<file path="config.mk">
export PLATFORM = sky130hd
export DESIGN_NAME = ntsc_dsm_dac_flat
export DESIGN_NICKNAME = d
export VERILOG_FILES = /design/src/rtl/ntsc_dsm_dac_pkg.sv /design/src/rtl/ntsc_dsm_dac_if.sv /design/src/rtl/ntsc_dsm_dac_ch.sv /design/src/rtl/ntsc_dsm_dac.sv /design/src/flat_wrapper.sv
export SDC_FILE = /design/constraint.sdc
export NUM_CORES = 1
export LEC_CHECK = 0
export CORE_UTILIZATION = 45
export CTS_CLUSTER_SIZE = 10
export DETAILED_ROUTE_END_ITERATION = 8
export PLACE_DENSITY = 0.68
export SLEW_MARGIN = 20
export SYNTH_ARGS = -nofsm -noshare
export SYNTH_HDL_FRONTEND = slang
export SYNTH_SLANG_ARGS = --single-unit
</file>
<file path="constraint.sdc">
create_clock -name CK_i -period 5.8 [get_ports CK_i]
set_input_delay 1.45 -clock CK_i [delete_from_list [all_inputs] [get_ports CK_i]]
set_output_delay 1.45 -clock CK_i [all_outputs]
set_load 0.02 [all_outputs]
</file>
<file path="src/rtl/ntsc_dsm_dac_pkg.sv">
`default_nettype none
// +----------------------------------------------------------------------+
// | ntsc_dsm_pkg : shared constants and helpers for the NTSC DSM DAC     |
// | Revision     : 1.0                                                   |
// +----------------------------------------------------------------------+
package ntsc_dsm_pkg;

    localparam logic [15:0] c_LFSR_DEFAULT_SEED = 16'hACE1;
    // Right-shifting Fibonacci form of taps 16,14,13,11: feedback from bits 0,2,3,5
    localparam logic [15:0] c_LFSR_TAP_MASK     = 16'h002D;

    function automatic logic [15:0] lfsr_seed(input logic [15:0] seed);
        return (seed == 16'h0000) ? c_LFSR_DEFAULT_SEED : seed;
    endfunction

    function automatic int clamp(input int v, input int lo, input int hi);
        return (v < lo) ? lo : ((v > hi) ? hi : v);
    endfunction

    function automatic int saturate(input int v, input int lo, input int hi);
        return (v < lo) ? lo : ((v > hi) ? hi : v);
    endfunction

    function automatic bit order_ok(input int order);
        return (order == 1) || (order == 2);
    endfunction

endpackage
`default_nettype wire

</file>
<file path="src/rtl/ntsc_dsm_dac_if.sv">
`default_nettype none
// +----------------------------------------------------------------------+
// | ntsc_dsm_dac_if : sample/capture inputs and DAC outputs of the DSM   |
// | Revision        : 1.0                                                |
// +----------------------------------------------------------------------+
interface ntsc_dsm_dac_if #(
    parameter int C_CH    = 1,
    parameter int C_IN_W  = 6,
    parameter int C_OUT_W = 1
);
    logic                      PX_CK_EE_i;
    logic                      EN_i;
    logic                      CLR_i;
    logic [C_CH*C_IN_W-1:0]    VIDEOs_i;
    logic [C_CH*C_OUT_W-1:0]   DACs_o;
    logic [C_CH-1:0]           OVF_o;

    modport master (
        output PX_CK_EE_i, EN_i, CLR_i, VIDEOs_i,
        input  DACs_o, OVF_o
    );

    modport slave (
        input  PX_CK_EE_i, EN_i, CLR_i, VIDEOs_i,
        output DACs_o, OVF_o
    );
endinterface
`default_nettype wire

</file>
<file path="src/rtl/ntsc_dsm_dac_ch.sv">
`default_nettype none
// +----------------------------------------------------------------------+
// | ntsc_dsm_ch : one channel - hold register, 1st/2nd order modulator   |
// | Revision    : 1.0                                                    |
// +----------------------------------------------------------------------+
module ntsc_dsm_ch
    import ntsc_dsm_pkg::*;
#(
    parameter int C_IN_W  = 6,
    parameter int C_OUT_W = 1,
    parameter int C_ORDER = 1
) (
    input  wire logic                ck_i,
    input  wire logic                rst_i,
    input  wire logic                px_ck_ee_i,
    input  wire logic                en_i,
    input  wire logic                clr_i,
    input  wire logic                dither_i,
    input  wire logic [C_IN_W-1:0]   video_i,
    output logic      [C_OUT_W-1:0]  dac_o,
    output logic                     ovf_o
);
    localparam int c_E    = C_IN_W - C_OUT_W + 1;
    localparam int c_VW   = C_IN_W + 4;
    localparam int c_QMAX = (1 << C_OUT_W) - 1;
    localparam int c_EMAX = (1 << (c_E + 1)) - 1;
    localparam int c_EMIN = -(1 << (c_E + 1));

    logic        [C_IN_W-1:0]  hold_q, hold_d;
    logic signed [c_E+1:0]     e1_q, e1_d, e2_q, e2_d;
    logic        [C_OUT_W-1:0] dac_q, dac_d;
    logic                      ovf_q, ovf_d;

    logic signed [c_VW-1:0]    w_e1x, w_e2x, w_fb, w_v, w_qraw, w_q, w_e, w_es;
    logic                      w_hit;

    always_comb begin
        w_e1x  = {{(c_VW-c_E-2){e1_q[c_E+1]}}, e1_q};
        w_e2x  = {{(c_VW-c_E-2){e2_q[c_E+1]}}, e2_q};
        // Order 1 keeps its non-negative residue in e1 only
        w_fb   = (C_ORDER == 2) ? ((w_e1x <<< 1) - w_e2x) : w_e1x;
        w_v    = $signed({4'b0000, hold_q}) + w_fb + $signed({{(c_VW-1){1'b0}}, dither_i});
        w_qraw = w_v >>> c_E;
        w_q    = c_VW'(clamp(int'(w_qraw), 0, c_QMAX));
        w_e    = w_v - (w_q <<< c_E);
        w_es   = c_VW'(saturate(int'(w_e), c_EMIN, c_EMAX));
        w_hit  = (C_ORDER == 2) && en_i && ((w_q != w_qraw) || (w_es != w_e));

        hold_d = px_ck_ee_i ? video_i : hold_q;
        dac_d  = en_i ? w_q[C_OUT_W-1:0] : '0;
        e1_d   = en_i ? w_es[c_E+1:0] : '0;
        e2_d   = (en_i && (C_ORDER == 2)) ? e1_q : '0;
        ovf_d  = w_hit ? 1'b1 : (clr_i ? 1'b0 : ovf_q);
    end

    always_ff @(posedge ck_i) begin
        if (rst_i) begin
            hold_q <= '0;
            e1_q   <= '0;
            e2_q   <= '0;
            dac_q  <= '0;
            ovf_q  <= 1'b0;
        end else begin
            hold_q <= hold_d;
            e1_q   <= e1_d;
            e2_q   <= e2_d;
            dac_q  <= dac_d;
            ovf_q  <= ovf_d;
        end
    end

    assign dac_o = dac_q;
    assign ovf_o = ovf_q;
endmodule
`default_nettype wire

</file>
<file path="src/rtl/ntsc_dsm_dac.sv">
`default_nettype none
// +----------------------------------------------------------------------+
// | ntsc_dsm_dac : multi-channel delta-sigma DAC stage, shared LFSR      |
// | Revision     : 1.0                                                   |
// +----------------------------------------------------------------------+
module ntsc_dsm_dac
    import ntsc_dsm_pkg::*;
#(
    parameter int          C_CH        = 1,
    parameter int          C_IN_W      = 6,
    parameter int          C_OUT_W     = 1,
    parameter int          C_ORDER     = 1,
    parameter int          C_DITHER    = 0,
    parameter logic [15:0] C_LFSR_SEED = 16'hACE1
) (
    input  wire logic      CK_i,
    input  wire logic      RST_i,
    ntsc_dsm_dac_if.slave  bus_if
);
    logic [15:0] lfsr_q, lfsr_d;

    if (!order_ok(C_ORDER)) begin : g_bad_order
        $error("ntsc_dsm_dac: C_ORDER must be 1 or 2");
    end

    always_comb lfsr_d = {^(lfsr_q & c_LFSR_TAP_MASK), lfsr_q[15:1]};

    always_ff @(posedge CK_i) begin
        if (RST_i) begin
            lfsr_q <= lfsr_seed(C_LFSR_SEED);
        end else begin
            lfsr_q <= lfsr_d;
        end
    end

    for (genvar c = 0; c < C_CH; c++) begin : g_ch
        logic w_dither;
        assign w_dither = (C_DITHER != 0) ? lfsr_q[c % 16] : 1'b0;

        ntsc_dsm_ch #(
            .C_IN_W  (C_IN_W),
            .C_OUT_W (C_OUT_W),
            .C_ORDER (C_ORDER)
        ) u_ch (
            .ck_i       (CK_i),
            .rst_i      (RST_i),
            .px_ck_ee_i (bus_if.PX_CK_EE_i),
            .en_i       (bus_if.EN_i),
            .clr_i      (bus_if.CLR_i),
            .dither_i   (w_dither),
            .video_i    (bus_if.VIDEOs_i[c*C_IN_W +: C_IN_W]),
            .dac_o      (bus_if.DACs_o[c*C_OUT_W +: C_OUT_W]),
            .ovf_o      (bus_if.OVF_o[c])
        );
    end
endmodule
`default_nettype wire

</file>
<file path="src/flat_wrapper.sv">
// flat-port wrapper written by rule: the top's interface ports become plain ports
module ntsc_dsm_dac_flat import ntsc_dsm_pkg::*;
#(
    parameter int          C_CH        = 1,
    parameter int          C_IN_W      = 6,
    parameter int          C_OUT_W     = 1,
    parameter int          C_ORDER     = 1,
    parameter int          C_DITHER    = 0,
    parameter logic [15:0] C_LFSR_SEED = 16'hACE1
)
  (CK_i, RST_i, bus_if_PX_CK_EE_i, bus_if_EN_i, bus_if_CLR_i, bus_if_VIDEOs_i, bus_if_DACs_o, bus_if_OVF_o);
  ntsc_dsm_dac_if #(.C_CH(C_CH), .C_IN_W(C_IN_W), .C_OUT_W(C_OUT_W)) bus_if_i ();
  input  wire logic CK_i;
  input  wire logic RST_i;
  input wire logic [$bits(bus_if_i.PX_CK_EE_i)-1:0] bus_if_PX_CK_EE_i;
  input wire logic [$bits(bus_if_i.EN_i)-1:0] bus_if_EN_i;
  input wire logic [$bits(bus_if_i.CLR_i)-1:0] bus_if_CLR_i;
  input wire logic [$bits(bus_if_i.VIDEOs_i)-1:0] bus_if_VIDEOs_i;
  output wire logic [$bits(bus_if_i.DACs_o)-1:0] bus_if_DACs_o;
  output wire logic [$bits(bus_if_i.OVF_o)-1:0] bus_if_OVF_o;
  assign bus_if_i.PX_CK_EE_i = bus_if_PX_CK_EE_i;
  assign bus_if_i.EN_i = bus_if_EN_i;
  assign bus_if_i.CLR_i = bus_if_CLR_i;
  assign bus_if_i.VIDEOs_i = bus_if_VIDEOs_i;
  assign bus_if_DACs_o = bus_if_i.DACs_o;
  assign bus_if_OVF_o = bus_if_i.OVF_o;
  ntsc_dsm_dac #(.C_CH(C_CH), .C_IN_W(C_IN_W), .C_OUT_W(C_OUT_W), .C_ORDER(C_ORDER), .C_DITHER(C_DITHER), .C_LFSR_SEED(C_LFSR_SEED)) u_core (.CK_i(CK_i), .RST_i(RST_i), .bus_if(bus_if_i));
endmodule
</file>
==> Word level (Yosys, flattened, before mapping) <==
Cells that the tools add are included.
{ "op_classes": {"n_lt_le_gt_ge": 4, "n_mux": 4, "add_sub_neg": 2, "n_reduce_logical": 2, "bitwise": 1} }
{ "op_table": {"columns": ["operator", "n"], "rows": [
  ["2-to-1 mux 8 bit", 2],
  ["> comparator 10 x 8 -> 1 bit, second input constant", 1],
  ["less-than comparator 10 x 8 -> 1 bit, second input constant", 1],
  ["subtractor 9 x 10 -> 10 bit", 1],
  ["adder 7 x 8 -> 9 bit", 1],
  ["2-to-1 mux 4 bit", 2],
  ["> comparator 3 x 2 -> 1 bit, second input constant", 1],
  ["less-than comparator 3 x 1 -> 1 bit, second input constant", 1],
  ["OR reduction 3 bit", 1],
  ["OR reduction 2 bit", 1],
  ["NOT 1 bit", 1]
]} }
{ "word_totals": {"out_inout_bits": 2, "register_bits": 15, "elab_cells": 17, "inputBits": 11} }

==> Logic depth before layout (Yosys ltp) <==
Gate-level depths: netlist (run 1).
{ "logic_depth": {"word_depth": 8, "ltp_mapped": 13} }

==> Cells and area by module <==
Synthesis (run 1) repeated with hierarchy kept, for this count alone.
{ "unflattened": {"hier_cells": 113, "hier_area_um2": 1072.3} }
{ "by_module_without_submodules": {"columns": ["mod", "cells_per_inst", "area_each_um2", "instances", "seq_area_each_um2"], "rows": [
  ["ntsc_dsm_ch", 112, 1068.5, 1, 300.3],
  ["ntsc_dsm_dac", 1, 3.8, 1, 0.0]
]} }

==> Worst setup path after synthesis (run 1) <==
No wires, ideal clock.
{ "synth_path": {"kind": "reg-to-reg", "from": "register u_core.g_ch[0].u_ch.hold_q[0]", "to": "register u_core.g_ch[0].u_ch.e1_q[0]", "path_stages_with_launch": 13, "path_slack_ns": 2.641, "synth_period_minus_slack_ns": 3.159, "t_required_ns": 5.666, "t_arrival_ns": 3.026, "cell_sequence": "dfxtp_1 > ha_1 > fa_1 > a211oi_1 > o21ai_0 > and2_1 > a31oi_1 > nand2_1 > ha_1 > a22o_1 > a311oi_4 > mux2i_1 > o21ai_0"} }
{ "synth_between": {"elab_chain_cells": 7} }
{ "synth_lines": {"columns": ["item", "line", "text"], "rows": [
  ["from (decl)", "ntsc_dsm_dac_ch.sv:29", "logic [C_IN_W-1:0] hold_q, hold_d;"],
  ["from (signal assigned)", "ntsc_dsm_dac_ch.sv:64", "hold_q <= hold_d;"],
  ["adder 7 x 8 -> 9 bit *", "ntsc_dsm_dac_ch.sv:42", "w_v = $signed({4'b0000, hold_q}) + w_fb + $signed({{(c_VW-1){1'b0}}, dither_i});"],
  ["> comparator 3 x 2 -> 1 bit", "ntsc_dsm_dac_pkg.sv:17", "return (v < lo) ? lo : ((v > hi) ? hi : v);"],
  ["2-to-1 mux 4 bit", "ntsc_dsm_dac_pkg.sv:17", null],
  ["2-to-1 mux 4 bit *", "ntsc_dsm_dac_pkg.sv:17", null],
  ["net u_core.g_ch[0].u_ch.w_q[0]", "ntsc_dsm_dac_ch.sv:34", "logic signed [c_VW-1:0] w_e1x, w_e2x, w_fb, w_v, w_qraw, w_q, w_e, w_es;"],
  ["subtractor 9 x 10 -> 10 bit *", "ntsc_dsm_dac_ch.sv:45", "w_e = w_v - (w_q <<< c_E);"],
  ["less-than comparator 10 x 8 -> 1 bit / > comparator 10 x 8 -> 1 bit (equally long branches)", "ntsc_dsm_dac_pkg.sv:21", "return (v < lo) ? lo : ((v > hi) ? hi : v);"],
  ["OR reduction 3 bit (no line) / 2-to-1 mux 8 bit (equally long branches)", null, null],
  ["to (signal assigned)", "ntsc_dsm_dac_ch.sv:59", "e1_q <= '0;"],
  ["to (signal assigned)", "ntsc_dsm_dac_ch.sv:65", "e1_q <= e1_d;"],
  ["to (decl)", "ntsc_dsm_dac_ch.sv:30", "logic signed [c_E+1:0] e1_q, e1_d, e2_q, e2_d;"]
]} }
Mark *: on every way through the listed nets, which the timed path passes. The rest lies on a longest branch.
A chain may end at the register's enable or synchronous reset.

==> Worst setup path after layout (run 1) <==
{ "layout_path": {"from": "register u_core.g_ch[0].u_ch.hold_q[0]", "to": "register u_core.g_ch[0].u_ch.e1_q[5]"} }
The elaborated chain is that of the path after synthesis.

==> results of run 1 <==
## routing by layer
layer / part of all wire (%) / vias up / track usage, %
met3: 3.8 / 5 / 3.53
met5: 0 / - / 0
li1: - / 364 / -
met2: 44 / 14 / 31.4
met1: 50 / 323 / 25.8
met4: 2.5 / 0 / 10.3
## Yosys cell counts, types with 2 or more instances
library cell / instances / area (um^2)
a21oi_1: 2 / 10.0
inv_1: 2 / 7.51
nor2_1: 10 / 37.5
a311oi_1: 2 / 17.5
dfxtp_1: 15 / 300
nand2b_1: 3 / 18.8
o21ai_0: 9 / 45.0
and2_1: 2 / 12.5
xnor2_1: 4 / 35.0
clkbuf_1: 2 / 7.51
and3_2: 2 / 15.0
nand3_1: 2 / 10.0
ha_1: 7 / 87.6
a21o_1: 3 / 22.5
nand3b_1: 2 / 15.0
nand2_1: 2 / 7.51
mux2i_1: 7 / 70.1
## layout make-up
class                      instances  area [um^2]  area share (%)
timing repair buffer              10          100            9.63
inverter                           3         11.3            1.08
clock buffer                       3         22.5            2.17
multi-input combinational         73          569            54.8
sequential                        15          300            28.9
clock inverter                     1         5.00           0.481
tap                               25         31.3            3.01
## cell families (layout without fill, tap and decap cells)
logic type | Yosys count | after routing | synth area share, %
AOI/OAI and AO/OA | 26 | 26 | 22.9
and+or+nand+nor | 26 | 26 | 15.5
DFF | 15 | 15 | 33.5
adders and majority gates | 8 | 8 | 12.0
muxes | 7 | 7 | 7.82
buffers and inverters | 6 | 17 | 2.93
xor gates and xnor gates | 5 | 5 | 4.89
other | 1 | 1 | 0.419
## tightest hold or removal path, stage by stage, from the launching register on
cell and delay [ns]:
dfxtp_1 0.34, mux2i_1 0.07, nor2_1 0.07
## flip-flops by register name (all words and copies together) (netlist names)
name	cells
u_core.g_ch.u_ch.e1_q	8
u_core.g_ch.u_ch.hold_q	6
u_core.g_ch.u_ch.dac_o	1
## power breakdown
part | switching, mW | leakage, nW | internal (mW) | total [mW]
clock | 0.0371 | 0.0177 | 0.0257 | 0.0628
combinational | 0.0924 | 0.340 | 0.0875 | 0.180
sequential | 0.0139 | 0.123 | 0.125 | 0.139
## path summary, 6_finish.rpt
check                                             start                                         end  slack, ns
max          u_core.g_ch[0].u_ch.hold_q[0]$_SDFFE_PP0P_      u_core.g_ch[0].u_ch.e1_q[5]$_SDFF_PP0_       2.02
min          u_core.g_ch[0].u_ch.hold_q[3]$_SDFFE_PP0P_  u_core.g_ch[0].u_ch.hold_q[3]$_SDFFE_PP0P_       0.51
max reg2reg  u_core.g_ch[0].u_ch.hold_q[0]$_SDFFE_PP0P_      u_core.g_ch[0].u_ch.e1_q[5]$_SDFF_PP0_       2.02
min reg2reg  u_core.g_ch[0].u_ch.hold_q[3]$_SDFFE_PP0P_  u_core.g_ch[0].u_ch.hold_q[3]$_SDFFE_PP0P_       0.51
## per-stage QoR
step                power (mW)  cells
finish                   0.382    130
global route             0.416    130
CTS                      0.385    130
detailed placement       0.320    126
global placement         0.315    126
floorplan                0.286     94
==> reports/qor.yml, run 1 <==
report.final.slew_viol_count: 0
area_growth_pct: 16.1
fin_ws_ns: 2.02
path_cells: "ha_1 > fa_1 > a211oi_1 > o21ai_0 > and2_1 > a31oi_1 > nand2_1 > ha_1 > a22o_1 > a311oi_4 > mux2i_1 > o21ai_0"
crit_family: "compound AO/OA/AOI/OAI gates"
rows: 15
die_area_um2: 2170
critPathMaxFanout: 6
skew_ns: 0.000974
crit_arrival_ns: 3.94
port_buffers: 10
yosys.cell_types.count: 35
cts_root_buf: "clkbuf_4"
whs_ns: 0.508
post-cts-setup-buffer-count: 0
finalSetupViolCount: 0
wl_per_cell_um: 13.4
diodes: 0
htreeDepth: 1
die-width_um: 46.6
grt_pass1_wl_um: 2950
yosys_warnings: 0
crit_buf_inv: 0
grt_max_degree: 10
ys_ff_latch: 15
final_area_um2: 1040
powerDensity_nw_per_um2: 367
synthArstFlopShare_pct: 0
tightestPinTransition_ns: 0.544
rsz0062_at_grt: "false"
max-vdd-ir-drop_uv: 202
cts_resized: 0
path_depth: 12
timing.fmax_mhz: 264
grt-ovfl-total: 0
syn_nets: 113
slew_headroom_pct: 63.3
drcViolationCount: 0
dpl_cell_area_um2: 1010
critPathKind: "flop to flop"
gr-usage-all-layers_pct: 20.0
io_pins: 13
yosysSeqAreaShare_pct: 33.5
hold_class: "flop to flop"
cp-start-kind: "flop"
fillers: 167
status: "finished, final reports clean"
grt_pass1_vias: 646
final_common_cell: "dfxtp_1"
slowest_delay_ns: 0.47
cts_made_buffers: 3
drv_cap: 0
fin_crit_sh_pct: 65.2
tritoncts: "built"
die_h_um: 46.6
synthFlopType: "dfxtp_1"
syn_area_um2: 896
final_hold_viol_count: 0
crit_slowest_cell: "mux2i_1"
clkLatencyLatePin_ns: 0.29
avgSynthCellArea_um2: 9.53
tns_ns: 0
viasPerCell: 5.43
holdBufCountCts: 0
place_congestion: 0.781
first_pass_iters: 4
drive_gt1_share_pct: 11.4
cp-end-kind: "flop"
postRouteAntennaNets: 0
holdPathStages: 2
cts_sinks: 15
nets: 125
vias: 706
start_util_pct: 49.7
required_ns: 5.96
synth_cells: 94
core_um2: 1800
power.leakage_nw: 0.480
worst_r2r_path_depth: 12
final_cell_mix: "dfxtp_1 (15), nor2_1 (10), clkdlybuf4s50_1 (10)"
cts.clk_slew.worst_paths_ns: 0.09
drt-total-wl_um: 1750
dpl.hpwl_um: 1250
post-route-min-period_ns: 3.78
cts_max_path_buffers: 2
synth_edf_count: 0
post-place-ws_ns: 2.10
post-route-util_pct: 57.7
grt_antenna_before_repair: 0
drtIter0Drc: 22
Power figures use the tool's default switching activity.
==> run 2, diff against run 1 <==
Settings changed: PLACE_DENSITY 0.68 to 0.71.
Clock period 5.8 ns to 3.45 ns, I/O delays scaled along.
==> run 2 against run 1 <==
  * Register-to-register slack worse by 1.8 ns
  * Sequential power up 69%
  * Power up 84%
==> reports/qor.yml, run 2 (synthesis gave the netlist of run 1 again) <==
grt_pass1_wl_um: 2700  # -8.2%
crit_arrival_ns: 3.41  # -0.53 ns
grt_pass1_vias: 654  # +1.2%
required_ns: 3.65  # -2.31 ns
cts_sinks: 15  # unchanged
grt_max_degree: 10  # unchanged
powerDensity_nw_per_um2: 634  # +73%
fin_crit_sh_pct: 93.0  # +28 points
met2_usage_pct: 30.8  # -0.56 points
io_pins: 13  # unchanged
p_comb_share_pct: 51.9  # +4.8 points
skew_ns: 0.00994  # +0.00896 ns
whs_ns: 0.506  # -0.00147 ns
tns_ns: 0  # unchanged
multi_input_area_um2: 588  # +3.3%
holdBufCountCts: 0  # unchanged
grt_antenna_before_repair: 0  # unchanged
instances_no_fill: 136  # +4.6%
nets: 131  # +4.8%
drcViolationCount: 0  # unchanged
power.switching_uw: 250  # +74%
timing.fmax_mhz: 312  # +18%
cts_made_buffers: 3  # unchanged
dp.cells: 132  # +4.8%
power.leakage_nw: 0.505  # +5.3%
status: "finished, final reports clean"
cts_root_buf: "clkbuf_4"
tritoncts: "built"
fin_total_pwr_uw: 700  # +84%
drtIter0Drc: 13  # -41%
cp-start-kind: "flop"
die_h_um: 46.6  # unchanged
sw_frac_of_total_pct: 35.7  # -1.9 points
post-place-ws_ns: 0.116  # -1.98 ns
cp-end-kind: "flop"
place_congestion: 0.733  # -6.1%
clkLatencyLatePin_ns: 0.29  # about the same
area_growth_pct: 23.2
rows: 15  # unchanged
largest-register: "u_core.g_ch.u_ch.e1_q"
seq_area_um2: 300  # unchanged
diodes: 0  # unchanged
fin_ws_ns: 0.242  # -1.77 ns
use_met3_pct: 7.06  # +3.5 points
report.final.slew_viol_count: 0  # unchanged
dpl.hpwl_um: 1330  # +6.4%
final_hold_viol_count: 0  # unchanged
first_pass_iters: 4  # unchanged
critPathMaxFanout: 4  # -2
post-route-util_pct: 61.3  # +3.5 points
max-vdd-ir-drop_uv: 335  # +66%
htreeDepth: 1  # unchanged
core_um2: 1800  # unchanged
drive_gt1_share_pct: 20.7  # +9.3 points
drt-total-wl_um: 1730  # -0.74%
die_area_um2: 2170  # unchanged
vias: 734  # +4.0%
wl_per_cell_um: 12.8  # -5.1%
viasPerCell: 5.40  # -0.62%
cts.clk_slew.worst_paths_ns: 0.09  # about the same
critPathKind: "flop to flop"
hold_class: "flop to flop"
die-width_um: 46.6  # unchanged
finalSetupViolCount: 0  # unchanged
postRouteAntennaNets: 0  # unchanged
clock_power_share_pct: 14.6  # -1.9 points
fillers: 173  # +3.6%
post-route-min-period_ns: 3.21  # -0.576 ns
largest_reg_flops: 8  # unchanged
intPower_uw: 450  # +89%
final_common_cell: "dfxtp_1"
final_cell_mix: "dfxtp_1 (15), nor2_1 (10), clkdlybuf4s50_1 (10)"
cts_max_path_buffers: 2  # unchanged
start_util_pct: 49.7  # unchanged
port_buffers: 10  # unchanged
final_area_um2: 1100  # +6.1%
pwr-share-seq_pct: 33.5  # -2.9 points
grt-ovfl-total: 0  # unchanged
dpl_cell_area_um2: 1060  # +4.4%
grt_util_met1_pct: 21.7  # -4.1 points
gr-usage-all-layers_pct: 18.2  # -1.8 points
drv_cap: 0  # unchanged
grt_busiest_layer: "met2"
==> run 2: layer usage <==
metal	routed length, um	vias to the layer above
met5	0	-
met4	13	0
met3	83	3
met2	835	18
met1	802	335
li1	-	378
==> run 2: layout make-up <==
type / instances / area share, %
Clock buffer: 3 / 2.04
Clock inverter: 1 / 0.454
Inverter: 3 / 1.02
Multi-Input combinational cell: 73 / 53.3
Sequential cell: 15 / 27.2
Tap cell: 25 / 2.83
Timing Repair Buffer: 16 / 13.2
==> run 2: path summary, 6_finish.rpt <==
| check | from | endpoint | slack, ns | cells past startpoint |
|---|---|---|---|---|
| setup / recovery | u_core.g_ch[0].u_ch.hold_q[0]$_SDFFE_PP0P_ | u_core.g_ch[0].u_ch.e1_q[3]$_SDFF_PP0_ | 0.24 | 16 |
| setup reg to reg | u_core.g_ch[0].u_ch.hold_q[0]$_SDFFE_PP0P_ | u_core.g_ch[0].u_ch.e1_q[3]$_SDFF_PP0_ | 0.24 | 16 |
| hold reg to reg | u_core.g_ch[0].u_ch.hold_q[3]$_SDFFE_PP0P_ | u_core.g_ch[0].u_ch.hold_q[3]$_SDFFE_PP0P_ | 0.51 | 2 |
| hold / removal | u_core.g_ch[0].u_ch.hold_q[3]$_SDFFE_PP0P_ | u_core.g_ch[0].u_ch.hold_q[3]$_SDFFE_PP0P_ | 0.51 | 2 |
==> run 2: critical path, cell delays in order, from the launching register on <==
cell      delay, ns
dfxtp_1        0.32
ha_1           0.23
fa_2           0.37
a211oi_2       0.27
o21ai_1        0.16
buf_4          0.17
a21oi_1        0.15
a31oi_2        0.06
nand2_1        0.08
ha_2           0.21
buf_4          0.11
nand2b_1       0.05
a211oi_2       0.28
a311oi_4       0.07
buf_4          0.16
and3_2         0.20
a311oi_1       0.22
==> run 2: power by group through the flow <==
stage                     registers [mW]  logic [mW]  clock network (mW)
after floorplan                    0.234       0.246                   0
after global placement             0.237       0.338                   0
after detailed placement           0.239       0.349                   0
after CTS                          0.235       0.352               0.106
after global routing               0.239       0.399               0.115
final                              0.235       0.363               0.102
==> run 2: timing repair <==
action                                  4_1_cts  5_1_grt
setup buffers                                 0        0
resized for setup                             0        6
endpoints found under the setup margin        0        7
==> run 3, diff against run 2 <==
Settings changed: ABC_CLOCK_PERIOD_IN_PS set to 3450, CELL_PAD_IN_SITES_DETAIL_PLACEMENT set to 1, CELL_PAD_IN_SITES_GLOBAL_PLACEMENT set to 2, CORE_UTILIZATION 45 to 29, PLACE_DENSITY 0.71 to not set, PLACE_DENSITY_LB_ADDON set to 0.1.
==> run 3 against run 2 <==
  * Critical endpoint is now u_core.g_ch[0].u_ch.e1_q[5]$_SDFF_PP0_
  * Via count is 3.3% higher
  * Largest cell class unchanged
  * Global-route usage is 4.3 points lower
  * Register-to-register slack hardly changed
  * Core utilization is 21 points lower
  * Clock skew is 0.0033 ns lower
  * Critical path type unchanged
  * Cell area is 4.4% higher
  * Count of clock-buffer cells in the layout stayed put
  * Combinational power is 3% higher
  * Cell count is 8.1% higher
  * Critical path depth is 1 lower
==> reports/qor.yml, run 3 (synthesis gave the netlist of run 1 again) <==
status: "finished, final reports clean"
crit_buf_inv: 2  # -1
diodes: 0  # unchanged
powerDensity_nw_per_um2: 621  # -2.1%
dpl.hpwl_um: 1550  # +16%
drv_cap: 0  # unchanged
hold_class: "flop to flop"
place_congestion: 0.706  # -3.7%
critPathMaxFanout: 5  # +1
post-place-ws_ns: -0.0462  # -0.162 ns
die_h_um: 57.6  # +24%
holdBufCountCts: 0  # unchanged
report.final.slew_viol_count: 0  # unchanged
nets: 136  # +3.8%
grt-ovfl-total: 0  # unchanged
post-route-min-period_ns: 3.22  # +0.00823 ns
largest_reg_flops: 8  # unchanged
post-route-util_pct: 40.4  # -21 points
cp-start-kind: "flop"
path_cells: "ha_1 > fa_2 > a211oi_2 > o21ai_2 > and2_1 > a31oi_2 > nand2_1 > ha_1 > buf_4 > nand2b_1 > a211oi_2 > a311oi_4 > mux2i_1 > buf_4 > o21ai_0"
reg2reg_setup_slack_ns: 0.23  # about the same
fin_ws_ns: 0.234  # -0.00823 ns
grt_antenna_before_repair: 0  # unchanged
start_util_pct: 31.4  # -18 points
power.leakage_nw: 0.533  # +5.5%
r2r_start: "u_core.g_ch[0].u_ch.hold_q[0]$_SDFFE_PP0P_"
grt_pass1_vias: 744  # +14%
postRouteAntennaNets: 0  # unchanged
crit_slowest_cell: "fa_2"
cts_made_buffers: 3  # unchanged
io_pins: 13  # unchanged
crit_family: "compound AO/OA/AOI/OAI gates"
grt_pass1_wl_um: 3460  # +28%
drcViolationCount: 0  # unchanged
drt-total-wl_um: 2080  # +20%
grt_max_degree: 10  # unchanged
max-vdd-ir-drop_uv: 291  # -13%
htreeDepth: 1  # unchanged
cts.clk_slew.worst_paths_ns: 0.10  # about the same
die-width_um: 57.6  # +24%
worst_r2r_path_depth: 15  # -1
vias: 758  # +3.3%
fillers: 338  # +95%
cp-end-kind: "flop"
gr-usage-all-layers_pct: 13.8  # -4.3 points
drive_gt1_share_pct: 24.1  # +3.4 points
holdPathEnd: "u_core.g_ch[0].u_ch.hold_q[4]$_SDFFE_PP0P_"
cts_sinks: 15  # unchanged
final_hold_viol_count: 0  # unchanged
viasPerCell: 5.16  # -4.5%
final_cell_mix: "dfxtp_1 (15), buf_4 (11), nor2_1 (10), clkdlybuf4s50_1 (10), o21ai_0 (8)"
core_um2: 2850  # +58%
finalSetupViolCount: 0  # unchanged
drtIter0Drc: 18  # +5
cts_root_buf: "clkbuf_4"
timing.fmax_mhz: 311  # -0.26%
whs_ns: 0.511  # +0.00515 ns
die_area_um2: 3320  # +53%
slowest_delay_ns: 0.38  # about the same
cts_max_path_buffers: 2  # unchanged
multi_input_area_um2: 592  # +0.64%
seq_area_um2: 300  # unchanged
tritoncts: "built"
final_area_um2: 1150  # +4.4%
required_ns: 3.63  # -0.02 ns
first_pass_iters: 5  # +1
holdPathStages: 2  # unchanged
hp-start: "u_core.g_ch[0].u_ch.hold_q[4]$_SDFFE_PP0P_"
skew_ns: 0.00660  # -0.00334 ns
crit_arrival_ns: 3.40  # about the same
tns_ns: 0  # unchanged
critPathKind: "flop to flop"
final_common_cell: "dfxtp_1"
rows: 19  # +4
fin_crit_sh_pct: 93.2  # +0.24 points
largest-register: "u_core.g_ch.u_ch.e1_q"
area_growth_pct: 28.6
dpl_cell_area_um2: 1090  # +2.8%
wl_per_cell_um: 14.2  # +11%
port_buffers: 10  # unchanged
reg2reg_to: "u_core.g_ch[0].u_ch.e1_q[5]$_SDFF_PP0_"
clkLatencyLatePin_ns: 0.29  # about the same
[run 3: worst max path at each step]
stage | from | endpoint | depth (start not counted)
floorplan | u_core.g_ch[0].u_ch.hold_q[0]$_SDFFE_PP0P_ | u_core.g_ch[0].u_ch.e1_q[0]$_SDFF_PP0_ | 12
global placement | u_core.g_ch[0].u_ch.hold_q[0]$_SDFFE_PP0P_ | u_core.g_ch[0].u_ch.e1_q[5]$_SDFF_PP0_ | 13
detailed placement | u_core.g_ch[0].u_ch.hold_q[0]$_SDFFE_PP0P_ | u_core.g_ch[0].u_ch.e1_q[5]$_SDFF_PP0_ | 13
CTS | u_core.g_ch[0].u_ch.hold_q[0]$_SDFFE_PP0P_ | u_core.g_ch[0].u_ch.e1_q[2]$_SDFF_PP0_ | 13
global route | u_core.g_ch[0].u_ch.hold_q[0]$_SDFFE_PP0P_ | u_core.g_ch[0].u_ch.e1_q[5]$_SDFF_PP0_ | 15
finish | u_core.g_ch[0].u_ch.hold_q[0]$_SDFFE_PP0P_ | u_core.g_ch[0].u_ch.e1_q[5]$_SDFF_PP0_ | 15
[run 3: routing by layer]
| metal | global-route usage [%] | wire length [um] |
|---|---|---|
| met3 | 4.76 | 79 |
| met2 | 22.3 | 940 |
| met1 | 18.2 | 1060 |
| met4 | 2.09 | 0 |
| met5 | 0 | 0 |
[run 3: tightest hold or removal path: cells and delay by family (launching register included)]
family	cells	cell delay [ns]
DFF	1	0.34
muxes	1	0.07
and+or+nand+nor	1	0.07
[run 3: through the flow]
stage                     total power [mW]  cells
final                                0.715    147
after global routing                 0.776    147
after CTS                            0.697    145
after detailed placement             0.583    141
after global placement               0.574    141
after floorplan                      0.481     94
[run 3: timing repair]
item | in CTS | in global routing
setup buffers | 0 | 2
pin swaps | 0 | 2
endpoints found under the hold margin | 0 | 0
resized for setup | 2 | 4
endpoints found under the setup margin | 5 | 6
[run 3: layout make-up]
type	count	area share (%)
Multi-Input combinational cell	73	51.4
Inverter	3	0.977
Tap cell	31	3.37
Clock buffer	3	1.95
Timing Repair Buffer	21	15.9
Sequential cell	15	26.1
Clock inverter	1	0.434
[run 3: power breakdown]
| group | internal (mW) | total (mW) | switching [mW] |
|---|---|---|---|
| combinational | 0.198 | 0.374 | 0.176 |
| sequential | 0.210 | 0.236 | 0.0261 |
| clock | 0.0431 | 0.105 | 0.0624 |
